$ cat config.mk
export PLATFORM = sky130hd
export DESIGN_NAME = mux4_1_calling
export DESIGN_NICKNAME = d
export VERILOG_FILES = /design/src/rtl/mux4_1_calling.sv
export SDC_FILE = /design/constraint.sdc
export NUM_CORES = 1
export LEC_CHECK = 0
export CORE_AREA = 2 2 39 41
export DETAILED_ROUTE_END_ITERATION = 8
export DIE_AREA = 0 0 41 43
export RECOVER_POWER = 25
export SLEW_MARGIN = 20
export SYNTH_ARGS = -nofsm -noshare
export SYNTH_HDL_FRONTEND = slang
export SYNTH_SLANG_ARGS = --single-unit
$ cat constraint.sdc
create_clock -name clk -period 2.59 [get_ports clk]
set_clock_uncertainty 0.15 [all_clocks]
set_input_delay 0.259 -clock clk [delete_from_list [all_inputs] [get_ports clk]]
set_output_delay 0.259 -clock clk [all_outputs]
set_load 0.02 [all_outputs]
$ cat src/rtl/mux4_1_calling.sv
// mux4_1_calling: 4-to-1 selector built from three 2-to-1 stages, plus a registered copy
module mux4_1_calling_mux2 #(
    parameter int WIDTH = 1
) (
    input  logic [WIDTH-1:0] a,
    input  logic [WIDTH-1:0] b,
    input  logic             s,
    output logic [WIDTH-1:0] y
);
    assign y = s ? b : a;
endmodule

module mux4_1_calling #(
    parameter int WIDTH = 1
) (
    input  logic             clk,
    input  logic             rst,
    input  logic [WIDTH-1:0] i0,
    input  logic [WIDTH-1:0] i1,
    input  logic [WIDTH-1:0] i2,
    input  logic [WIDTH-1:0] i3,
    input  logic             s0,
    input  logic             s1,
    input  logic             en,
    output logic [WIDTH-1:0] y,
    output logic [WIDTH-1:0] y_q,
    output logic [1:0]       sel_q
);
    logic [WIDTH-1:0] leaf_a;
    logic [WIDTH-1:0] leaf_b;

    mux4_1_calling_mux2 #(.WIDTH(WIDTH)) u_leaf_a (.a(i0), .b(i1), .s(s0), .y(leaf_a));
    mux4_1_calling_mux2 #(.WIDTH(WIDTH)) u_leaf_b (.a(i2), .b(i3), .s(s0), .y(leaf_b));
    mux4_1_calling_mux2 #(.WIDTH(WIDTH)) u_root   (.a(leaf_a), .b(leaf_b), .s(s1), .y(y));

    // capture the selected data and its select when enabled; reset wins over enable
    always_ff @(posedge clk) begin
        if (rst) begin
            y_q   <= '0;
            sel_q <= 2'b00;
        end else if (en) begin
            y_q   <= y;
            sel_q <= {s1, s0};
        end
    end
endmodule

* After elaboration in Yosys (flattened, before gate mapping)
Index checks and enable logic that the tools add are counted.
** Word-level totals
- Register bits :: 3
- Bits in latches :: 0
- Bits in writable memories :: 0
- Bits in read-only memories :: 0
- Input port bits :: 9
- Output and inout port bits :: 4
- Word-level logic and storage cells :: 5
- Memories :: 0
** Cells by class
- Add/subtract/negate cells :: 0
- Multipliers :: 0
- Div/mod/pow operators :: 0
- Magnitude comparators :: 0
- Eq/ne operators :: 0
- Shifts and indexed selects :: 0
- Multiplexer cells :: 3
- Bitwise logic cells :: 0
- Reduce and logical (&&, ||, !) cells :: 0
** Operators by type and width (number)
- 1-bit 2-to-1 mux :: 3

* Longest topological paths before layout
- Depth after elaboration :: 2
- Gate-level depth with buffers :: 2
- Mapped depth without buffers :: 2

* Cells and area by module
A second synthesis with hierarchy kept.
** Unflattened totals
- Cell total of the unflattened synthesis :: 12
- Area, all modules :: 146.4 µm²
** Modules (own cells, without submodules)
- mux4_1_calling :: instances 1, cells an instance 9, area each 101.3 µm², sequential area each 60.1 µm²
- mux4_1_calling_mux2 :: instances 3, cells an instance 1, area each 15.0 µm², sequential area each 0.0 µm²

* Least setup slack after synthesis
Ideal clock, no wire load.
- Path type :: reg2reg
- From :: register, netlist name y_q
- To :: register y_q
- Setup time :: 0.082 ns
- Data arrival time :: 0.929 ns
- Data required time :: 2.358 ns
- Path slack :: 1.429 ns
- Cell stages (with the launch flop) :: 3
- Buffers on the path :: 0
- Clock period less this slack :: 1.161 ns
- Cell sequence :: dfxtp_1 -> or3b_2 -> o221ai_1
** RTL lines
- end signal: assignment :: RTL line 42 : y_q <= y;
- end: declaration :: RTL line 26 : output logic [WIDTH-1:0] y_q,

* Worst setup path after layout
- From :: input port s1
- To :: output port y
** Between the ends
- Cells in the longest elaborated chain, start to end :: 1
** RTL lines
- start: declaration :: RTL line 23 : input logic s1,
- 1-bit 2-to-1 mux :: RTL line 10 : assign y = s ? b : a;
- end: declaration :: RTL line 25 : output logic [WIDTH-1:0] y,
Every way passes these cells.

==> results_dict.tcl <==
set metrics [dict create \
    outcome "complete, no violations" \
    finalPower_w 0.000170 \
    track_usage_pct 5.12 \
    hold_class "flop to flop" \
    grt_antenna_before_repair 0 \
    path_class "primary input to primary output" \
    cts_tree "yes" \
    grt_max_degree 6 \
    min_period_ps 2110 \
    rows 14 \
    netlist_area_um2 151 \
    cp_cell_sequence "clkdlybuf4s50_1, mux2i_1, mux2i_1, clkdlybuf4s50_1" \
    drive_above_1_share_pct 13.3 \
    avgSynthCellArea_um2 10.8 \
    ir_worst_vdd_v 0.000165 \
    crit_fanout 3 \
    finalCritPeriodShare_pct 81.6 \
    max_slew.worst_pin.slew_ps 204 \
    synth_most_common_cell "mux2i_1" \
    synth_warnings 0 \
    core_um2 1380 \
    cts_hold_buffers 0 \
    vias 152 \
    critical_path_buf_inv_count 2 \
    seq_area_frac_synth_pct 39.7 \
    cts.sinks 3 \
    maxCapViolations 0 \
    synthArstFlopShare_pct 0 \
    grtUsageMet2_pct 6.56 \
    synth-seq-cells 3 \
    dr.pass1.iters 2 \
    grt_pass1_wl_um 552 \
    nNetsFinal 40 \
    crit_path_end_kind "primary output" \
    start_kind "primary input" \
    pre_cts_ws_ps 462 \
    cts-htree-levels 1 \
    fill_cells 155 \
    die_w_um 41 \
    wl_per_cell_um 8.09 \
    ant_nets 0 \
    cts_inserted_buffers 3 \
    p_leak_nw 0.127 \
    rsz0062_at_grt "no" \
    port_buffers 12 \
    grt_overflow 0 \
    grt.busiest_layer "met4" \
    wl_um 372 \
    synthCells 14 \
    max_clock_freq_mhz 473 \
    slew_headroom_pct 86.0 \
    cts-root-buf "clkbuf_4" \
    cp.required_ps 2180 \
    die_area_um2 1760 \
    clk_latency_ps 230 \
    cpLargestDelayFamily "buffers and inverters" \
    drt_iter0_drc 1 \
    met1_usage_pct 4.49 \
    path_clk_slew_ps 30 \
    grt_pass1_vias 159 \
    die_y_um 43 \
    cts_setup_buffers 0 \
    synth_top_cell_by_area "dfxtp_1" \
    yosys-top-cells-area "dfxtp_1, mux2i_1, o221ai_1" \
    power.density_nw_per_um2 534 \
    routabilityCongestion 0.592 \
    setup_tns_ps 0 \
    via_per_inst 3.30 \
    slowest_stage "clkdlybuf4s50_1" \
    grt_use_met3_pct 2.09 \
    ios 13 \
    maxSlewViolCount 0 \
    fin_util_pct 23.0 \
    antenna_cells 0 \
    arrival_ps 1710 \
    ys_top_cells_by_count "mux2i_1, dfxtp_1, nor2_1" \
    max-clock-path-buffers 2 \
    mappedNetlistNets 23 \
    finalHoldViolCount 0 \
    post_cts_resized 0 \
    synth_edf_count 0 \
    area_growth_pct 110 \
    synth-main-ff-cell "dfxtp_1" \
    start_util_pct 10.9 \
    max_stage_delay_ps 540 \
    synth_top_area_share_pct 39.7 \
    fin_ws_ps 476 \
    ys_types 7 \
    drc 0 \
    finalSetupViolations 0 \
]
## final cells by class
cell class / count / area (µm²) / area share (%)
sequential: 3 / 60.1 / 18.9
multi-input combinational: 11 / 91.3 / 28.7
timing repair buffer: 12 / 120 / 37.8
clock buffer: 4 / 26.3 / 8.27
tap: 16 / 20.0 / 6.30
## metrics by stage
step | hold WS, ps | cell area (µm²) | instances
final | 341 | 318 | 46
after global routing | 381 | 318 | 46
after CTS | 347 | 318 | 46
after detailed placement | 336 | 292 | 42
after global placement | 355 | 292 | 42
after floorplan | 181 | 151 | 14
## worst paths after layout
kind | start | end | slack, ps | depth (start not counted)
setup / recovery | s1 | y | 480 | 4
hold / removal | sel_q[1]$_SDFFE_PP0P_ | sel_q[1]$_SDFFE_PP0P_ | 340 | 2
setup reg to reg | y_q$_SDFFE_PP0P_ | y_q$_SDFFE_PP0P_ | 1530 | 2
hold reg to reg | sel_q[1]$_SDFFE_PP0P_ | sel_q[1]$_SDFFE_PP0P_ | 340 | 2
## per-layer routing
layer  wire, µm  vias to the layer above  part of all wire [%]
met2        187                        4                    50
met5          0                        -                     0
met3         26                        0                   7.0
li1           -                       87                     -
met4          0                        0                     0
met1        158                       61                    42
## registers in the layout, indices dropped and copies added, names as in the netlist
name and count:
sel_q 2, y_q 1
## worst reg2reg max path, cell delays in order, from the launching register on
cell and delay, ps:
dfxtp_1 310, or3b_2 430, o221ai_1 80
## cells by family after synthesis
| group | share of synthesized area (%) |
|---|---|
| simple gates | 21.5 |
| compound gates | 5.79 |
| mux | 33.1 |
| flops | 39.7 |
## report_power, final
part,internal [W],switching [W]
Combinational,0.0000237,0.0000152
Sequential,0.0000496,0.00000130
Clock,0.0000576,0.0000224
## layout by cell type (no fill, tap or decap)
cell	count
nand3b_1	1
clkbuf_4	3
mux2i_1	5
clkbuf_1	1
o221ai_1	1
or3b_1	1
dfxtp_1	3
or3b_2	1
nor2_1	2
dlygate4sd3_1	1
clkdlybuf4s50_1	11
(Power assumes the default switching activity.)
